`config.mk`:
```
export PLATFORM = sky130hd
export DESIGN_NAME = lane_fifo
export DESIGN_NICKNAME = d
export VERILOG_FILES = /design/src/rtl/lane_fifo.sv
export SDC_FILE = /design/constraint.sdc
export NUM_CORES = 1
export LEC_CHECK = 0
export BUFFER_PORTS_ARGS = -buffer_cell sky130_fd_sc_hd__buf_2
export CORE_ASPECT_RATIO = 1.1
export CORE_MARGIN = 1.5
export CORE_UTILIZATION = 45
export CTS_CLUSTER_DIAMETER = 150
export DETAILED_ROUTE_END_ITERATION = 6
export PLACE_DENSITY_LB_ADDON = 0.15
export RECOVER_POWER = 25
export SYNTH_ARGS = -nofsm -noshare
export SYNTH_HDL_FRONTEND = slang
export SYNTH_SLANG_ARGS = --single-unit
```
`constraint.sdc`:
```
create_clock -name clk -period 2.88 [get_ports clk]
set_input_delay 0.576 -clock clk [delete_from_list [all_inputs] [get_ports clk]]
set_output_delay 0.576 -clock clk [all_outputs]
set_load 0.01 [all_outputs]
```
`src/rtl/lane_fifo.sv`:
```
// lane_fifo: per-lane receive FIFO behind the layer-2 1:2 demux. Stores up to DEPTH words
// in order. A pop returns its word one cycle later on dataOut/validOut.
// Ports: clk/reset (async, active-high); dataIn/validIn push side; pop/dataOut/validOut read side;
//        count/full/empty/almostFull/almostEmpty occupancy status; overflowErr/underflowErr sticky errors.
// Optional: define LANE_FIFO_ERR_EN to build the sticky error registers; otherwise both error ports are tied to 0.
module lane_fifo #(
  parameter int DATA_WIDTH = 8,
  parameter int DEPTH      = 8,
  parameter int ADDR_WIDTH = 3,
  parameter int AF_THRESH  = 6,
  parameter int AE_THRESH  = 2
) (
  input  logic                  clk,
  input  logic                  reset,
  input  logic [DATA_WIDTH-1:0] dataIn,
  input  logic                  validIn,
  input  logic                  pop,
  output logic [DATA_WIDTH-1:0] dataOut,
  output logic                  validOut,
  output logic [ADDR_WIDTH:0]   count,
  output logic                  full,
  output logic                  empty,
  output logic                  almostFull,
  output logic                  almostEmpty,
  output logic                  overflowErr,
  output logic                  underflowErr
);

  localparam logic [ADDR_WIDTH:0]   CNT_FULL = (ADDR_WIDTH+1)'(DEPTH);
  localparam logic [ADDR_WIDTH:0]   CNT_AF   = (ADDR_WIDTH+1)'(AF_THRESH);
  localparam logic [ADDR_WIDTH:0]   CNT_AE   = (ADDR_WIDTH+1)'(AE_THRESH);
  localparam logic [ADDR_WIDTH:0]   CNT_ONE  = (ADDR_WIDTH+1)'(1);
  localparam logic [ADDR_WIDTH-1:0] PTR_ONE  = ADDR_WIDTH'(1);

  logic [DATA_WIDTH-1:0] mem [DEPTH];

  logic [ADDR_WIDTH-1:0] wr_ptr_q, wr_ptr_d;
  logic [ADDR_WIDTH-1:0] rd_ptr_q, rd_ptr_d;
  logic [ADDR_WIDTH:0]   count_q, count_d;
  logic [DATA_WIDTH-1:0] data_out_q, data_out_d;
  logic                  valid_out_q, valid_out_d;
  logic                  push_ok, pop_ok;

  // Flags come straight from the count register, so no input reaches them combinationally.
  assign full        = (count_q == CNT_FULL);
  assign empty       = (count_q == '0);
  assign almostFull  = (count_q >= CNT_AF);
  assign almostEmpty = (count_q <= CNT_AE);
  assign count       = count_q;
  assign dataOut     = data_out_q;
  assign validOut    = valid_out_q;

  always_comb begin
    pop_ok      = pop && !empty;
    // A pop in the same cycle frees a slot, so a full FIFO can still take the push.
    push_ok     = validIn && (!full || pop_ok);
    wr_ptr_d    = wr_ptr_q;
    rd_ptr_d    = rd_ptr_q;
    count_d     = count_q;
    data_out_d  = data_out_q;
    valid_out_d = 1'b0;
    if (push_ok) begin
      wr_ptr_d = wr_ptr_q + PTR_ONE;  // DEPTH is a power of two, so this wraps naturally
    end
    if (pop_ok) begin
      rd_ptr_d    = rd_ptr_q + PTR_ONE;
      data_out_d  = mem[rd_ptr_q];
      valid_out_d = 1'b1;
    end
    case ({push_ok, pop_ok})
      2'b10:   count_d = count_q + CNT_ONE;
      2'b01:   count_d = count_q - CNT_ONE;
      default: count_d = count_q;
    endcase
  end

  always_ff @(posedge clk or posedge reset) begin
    if (reset) begin
      wr_ptr_q    <= '0;
      rd_ptr_q    <= '0;
      count_q     <= '0;
      data_out_q  <= '0;
      valid_out_q <= 1'b0;
    end else begin
      wr_ptr_q    <= wr_ptr_d;
      rd_ptr_q    <= rd_ptr_d;
      count_q     <= count_d;
      data_out_q  <= data_out_d;
      valid_out_q <= valid_out_d;
    end
  end

  // Storage is not reset. When full with push and pop together, wr_ptr == rd_ptr and the read
  // returns the old word, because the write only lands at the edge.
  always_ff @(posedge clk) begin
    if (push_ok) begin
      mem[wr_ptr_q] <= dataIn;
    end
  end

`ifdef LANE_FIFO_ERR_EN
  logic overflow_err_q, overflow_err_d;
  logic underflow_err_q, underflow_err_d;

  always_comb begin
    overflow_err_d  = overflow_err_q  | (validIn && !push_ok);
    underflow_err_d = underflow_err_q | (pop && !pop_ok);
  end

  always_ff @(posedge clk or posedge reset) begin
    if (reset) begin
      overflow_err_q  <= 1'b0;
      underflow_err_q <= 1'b0;
    end else begin
      overflow_err_q  <= overflow_err_d;
      underflow_err_q <= underflow_err_d;
    end
  end

  assign overflowErr  = overflow_err_q;
  assign underflowErr = underflow_err_q;
`else
  assign overflowErr  = 1'b0;
  assign underflowErr = 1'b0;
`endif

endmodule

```
Yosys cells after proc, flatten, opt, wreduce, memory -nomap -nowiden
Memory sizes are Yosys's and may differ from the RTL's. A register that Yosys moved wholly into a read port is not among the register bits.
Index checks and enable logic that the tools add are counted.
{"block": "op_classes", "n_mux": 4, "n_eq_ne": 3, "n_reduce_logical": 7, "n_addsub": 4, "magnitude_cmp": 2}
{"operator": "4-bit case mux with 2 select lines", "count": 1}
{"operator": "3-bit by 1-bit adder with 3-bit output, second input constant", "count": 2}
{"operator": "4-bit by 1-bit adder with 4-bit output, second input constant", "count": 1}
{"operator": "4-bit equality test, second input constant", "count": 1}
{"operator": "4-bit by 3-bit greater-or-equal comparator with 1-bit output, second input constant", "count": 1}
{"operator": "4-bit by 2-bit less-or-equal comparator with 1-bit output, second input constant", "count": 1}
{"operator": "4-bit zero test", "count": 1}
{"operator": "4-bit by 1-bit subtractor with 4-bit output, second input constant", "count": 1}
{"operator": "1-bit 2-to-1 mux", "count": 3}
{"operator": "2-bit by 1-bit equality test with 1-bit output, second input constant", "count": 1}
{"operator": "2-bit equality test, second input constant", "count": 1}
{"operator": "1-bit logical AND", "count": 2}
{"operator": "1-bit zero test", "count": 2}
{"operator": "2-bit nonzero test", "count": 1}
{"operator": "1-bit logical OR", "count": 1}
{"block": "totals", "input_bits": 12, "register_bits": 11, "word_cells": 25, "mem_count": 1, "mem_bits_rw": 64, "out_inout_bits": 19}
{"memory": "mem", "words": 8, "width": 8, "rd": 1, "rd_clocked_by_memory_dff": 1, "write_ports": 1, "line_no": "35", "source": "logic [DATA_WIDTH-1:0] mem [DEPTH];"}

Depth between registers and ports, before layout
{"block": "depth", "word_depth": 7, "depth_mapped": 10, "ltp_nobuf": 9}

Least setup slack after synthesis
OpenSTA, ideal clock, no wires.
{"block": "synth_path", "kind": "register -> register", "start": "register count_q[0], in the netlist count[0]", "end": "register count_q[3], in the netlist count[3]", "n_path_buf": 1, "stages_incl_launch_ff": 11, "setup_time_ns": 0.119, "required_ns": 2.761, "arrival_ns": 2.414, "synth_period_minus_slack_ns": 2.533, "setup_slack_ns": 0.347, "path_cell_list": "dfrtp_1 -> o41ai_2 -> buf_4 -> inv_2 -> nand2b_1 -> inv_1 -> ha_1 -> a21o_1 -> a2111oi_0 -> a21oi_1 -> o21a_1"}
{"block": "synth_between", "elab_chain_len": 7, "elab_cells_between_ends": 13, "cone_classes": "add/sub (2); eq/ne (3); mux (1); reduce/logical (7)"}
{"element": "start, declared", "line_no": "39", "source": "logic [ADDR_WIDTH:0] count_q, count_d;"}
{"element": "start signal, assigned", "line_no": "87", "source": "count_q <= count_d;"}
{"element": "4-bit zero test (*)", "line_no": "46", "source": "assign empty = (count_q == '0);"}
{"element": "1-bit zero test (*)", "line_no": "54", "source": "pop_ok = pop && !empty;"}
{"element": "1-bit logical AND (*)", "line_no": "54"}
{"element": "named net pop_ok", "line_no": "42", "source": "logic push_ok, pop_ok;"}
{"element": "1-bit logical OR", "line_no": "56", "source": "push_ok = validIn && (!full || pop_ok);"}
{"element": "1-bit logical AND", "line_no": "56"}
{"element": "2-bit by 1-bit equality test with 1-bit output or 2-bit equality test (tied branches)", "line_no": "70", "source": "case ({push_ok, pop_ok})"}
{"element": "4-bit case mux with 2 select lines or 2-bit nonzero test (tied branches)"}
The timed path passes the listed nets; every way through them passes the cells marked *.
A chain may end at the register's enable or synchronous reset.

Worst setup path in the final report
Ends and elaborated chain as after synthesis.

==> metrics.cfg <==
[run_status]
run_status=completed

[global_routing]
grt_antenna_before_repair=0
grt_pass1_wl_um=9190
overflow=0
grt_max_degree=35
grt_pass1_vias=1786
grt_util_all_layers_pct=15.67

[power]
combPwrFrac_pct=33.8
ir_worst_vdd_mv=0.3424
leakagePower_nw=1.485
seqPwrFrac_pct=45.2
p_int_mw=2.574
p_per_area_nw_per_um2=981.6
pwr-share-clk_pct=21.0
p_sw_mw=1.305
swShare_pct=33.64

[timing]
slew_headroom_pct=30.87
clock-skew-final_ns=0.007214
worst_slew_pin_slew_ns=1.034
finalCriticalPeriod_ns=2.612
hold_viol=0
post-route-period-util_pct=90.68
finalSetupTns_ns=0
fin_hold_ws_ns=0.3270
drv_slew=0
setup_viol=0
rsz0062_at_grt=no
max_freq_ghz=0.3829

[place]
gp_congestion=0.7331
place_area_um2=3767
port_buffers=28
dp_hpwl_um=3959

[setup_path]
reg2reg_depth=9
r2r-end=count[3]
crit_type=flip-flop to flip-flop
cp_cell_sequence=o41ai_4 > inv_2 > nand2b_1 > inv_1 > ha_1 > a21o_1 > a2111oi_0 > a21oi_1 > o21a_1
r2r_setup_slack_ns=0.27
cpMaxStageDelayCell=a2111oi_0
start_kind=flip-flop
critPathMaxStageDelay_ns=0.56
worstPathArrival_ns=2.86
crit_required_ns=3.13
cpLargestDelayFamily=compound AO/OA/AOI/OAI gates
r2r_start=count[0]
critPathMaxFanout=8
endpoint_kind=flip-flop
crit_buf_inv=2

[finish]
layout-drive-gt1-share_pct=25.47
diodes=0
final_cell_area_um2=3953
nNetsFinal=279
area_growth_pct=13.27

[routing]
viasPerCell=5.065
routed.top_layer=met4
drtAntennaViolNets=0
wl_met1_um=2793
met2WireLength_um=2865
routedWlPerCell_um=16.11
vias=1884
drtIter0Drc=75
dr.pass1.iters=4
wl_met3_um=202
drc=0
drt_wl_total_um=5992

[clock_tree]
cts_tree=built
ctsHoldBuffers=0
cts_setup_buffers=0
cts_sinks=83
cts_htree_levels=3
cts_max_path_buffers=2
clockRootBuffer=clkbuf_8
cts_made_buffers=9
clk_latency_ns=0.35
cts_resized=0
path_clk_slew_ns=0.08

[logic_synthesis]
syn_inst=226
seq_area_frac_synth_pct=68.70
async_reset_ff_share_pct=22.89
synth_edf_count=64
synth-seq-cells=83
ys_types=42
syn-cell-area_um2=3490
syn_area_per_cell_um2=15.44
synth_top_flop_cell=edfxtp_1
yosysWarnings=0

[die]
coreArea_um2=7473
start_util_pct=46.69
die_w_um=86.96
rows=33
die-area_um2=8293
ios=31
die_h_um=95.36

[run]
drv_cap=0

[worst_hold_path]
holdCritPathClass=input pin to async pin

layout by cell type, fill, tap and decap left out, types with 2 or more instances in the layout:
master / instances
a221o_1: 8
clkinvlp_4: 2
o22ai_1: 8
dfrtp_1: 19
nand2_1: 22
clkbuf_8: 9
mux2_2: 15
conb_1: 2
a21oi_1: 2
mux2i_1: 17
buf_2: 21
nor3b_1: 2
ha_1: 4
nand2b_1: 2
nor3_1: 3
clkbuf_1: 9
xnor2_1: 6
inv_1: 6
buf_4: 9
o21ai_1: 8
edfxtp_1: 64
nor2_1: 5
o21a_1: 2
flip-flops by register name (all words and copies together) (netlist names):
name      cells
count         4
dataOut       8
mem          64
rd_ptr_q      3
validOut      1
wr_ptr_q      3
Yosys cell counts, drive strengths merged, types with 2 or more instances:
cell,number,share of area (%)
a21oi,3,0.54
a221o,8,2.3
buf,12,2.3
dfrtp,19,14
edfxtp,64,55
ha,4,1.4
inv,7,0.75
mux2,17,5.6
mux2i,17,4.9
nand2,22,2.4
nand2b,2,0.36
nor2,5,0.54
nor3,3,0.43
nor3b,2,0.43
o21a,2,0.43
o21ai,9,1.4
o22ai,8,1.4
xnor2,6,1.5
stage by stage:
step	worst slack (ns)	std cells	power [mW]	util [%]
finish	0.2684	372	3.880	52.89
global route	0.02607	372	4.126	52.89
CTS	0.2718	372	3.925	53.01
detailed placement	0.2794	356	3.116	50.41
global placement	0.3801	356	3.080	50.41
floorplan	0.3471	227	2.730	-
worst reg2reg max path, delay by kind of cell, from the launching register on:
kind	cells	cell delay [ns]
flops	1	0.49
simple gates	1	0.13
buf+inv	2	0.18
compound gates	5	1.43
fa+ha+maj	1	0.29
worst max path at each step:
stage | from | endpoint | slack [ns] | depth (start not counted)
2_1_floorplan | count[0] | count[3] | 0.35 | 10
3_3_place_gp | count[0] | count[3] | 0.38 | 9
3_5_place_dp | count[0] | count[3] | 0.28 | 9
4_1_cts | count[0] | count[3] | 0.27 | 9
5_1_grt | count[0] | count[3] | 0.03 | 9
6_report | count[0] | count[3] | 0.27 | 9
cell families after synthesis:
| logic type | share of synthesized area (%) |
|---|---|
| AOI/OAI and AO/OA | 8.247 |
| xor gates and xnor gates | 1.757 |
| adders and majority gates | 2.008 |
| buffers and inverters | 3.119 |
| DFF | 68.70 |
| muxes | 10.47 |
| other | 0.1075 |
| and+or+nand+nor | 5.593 |
cell type report:
| cell class | instances | area [um^2] |
|---|---|---|
| clock buffers | 11 | 131.4 |
| clock inverters | 5 | 62.56 |
| fillers | 640 | 3521 |
| inverters | 7 | 26.28 |
| multi-input cells | 124 | 1005 |
| flip-flops and latches | 83 | 2397 |
| well taps | 105 | 131.4 |
| repair buffers | 37 | 198.9 |
power by group through the flow:
stage / Clock, mW / Combinational [mW] / Sequential, mW
2_1_floorplan: 0 / 0.965 / 1.77
3_3_place_gp: 0 / 1.31 / 1.77
3_5_place_dp: 0 / 1.33 / 1.78
4_1_cts: 0.835 / 1.34 / 1.76
5_1_grt: 0.886 / 1.46 / 1.78
6_report: 0.814 / 1.31 / 1.75
metal layers:
metal / vias to the layer above / GRT usage, %
met1: 909 / 20.21
met5: - / 0
met3: 9 / 3.117
met4: 0 / 8.871
li1: 926 / -
met2: 40 / 24.74
No activity file was read; power rests on OpenSTA's default activity.
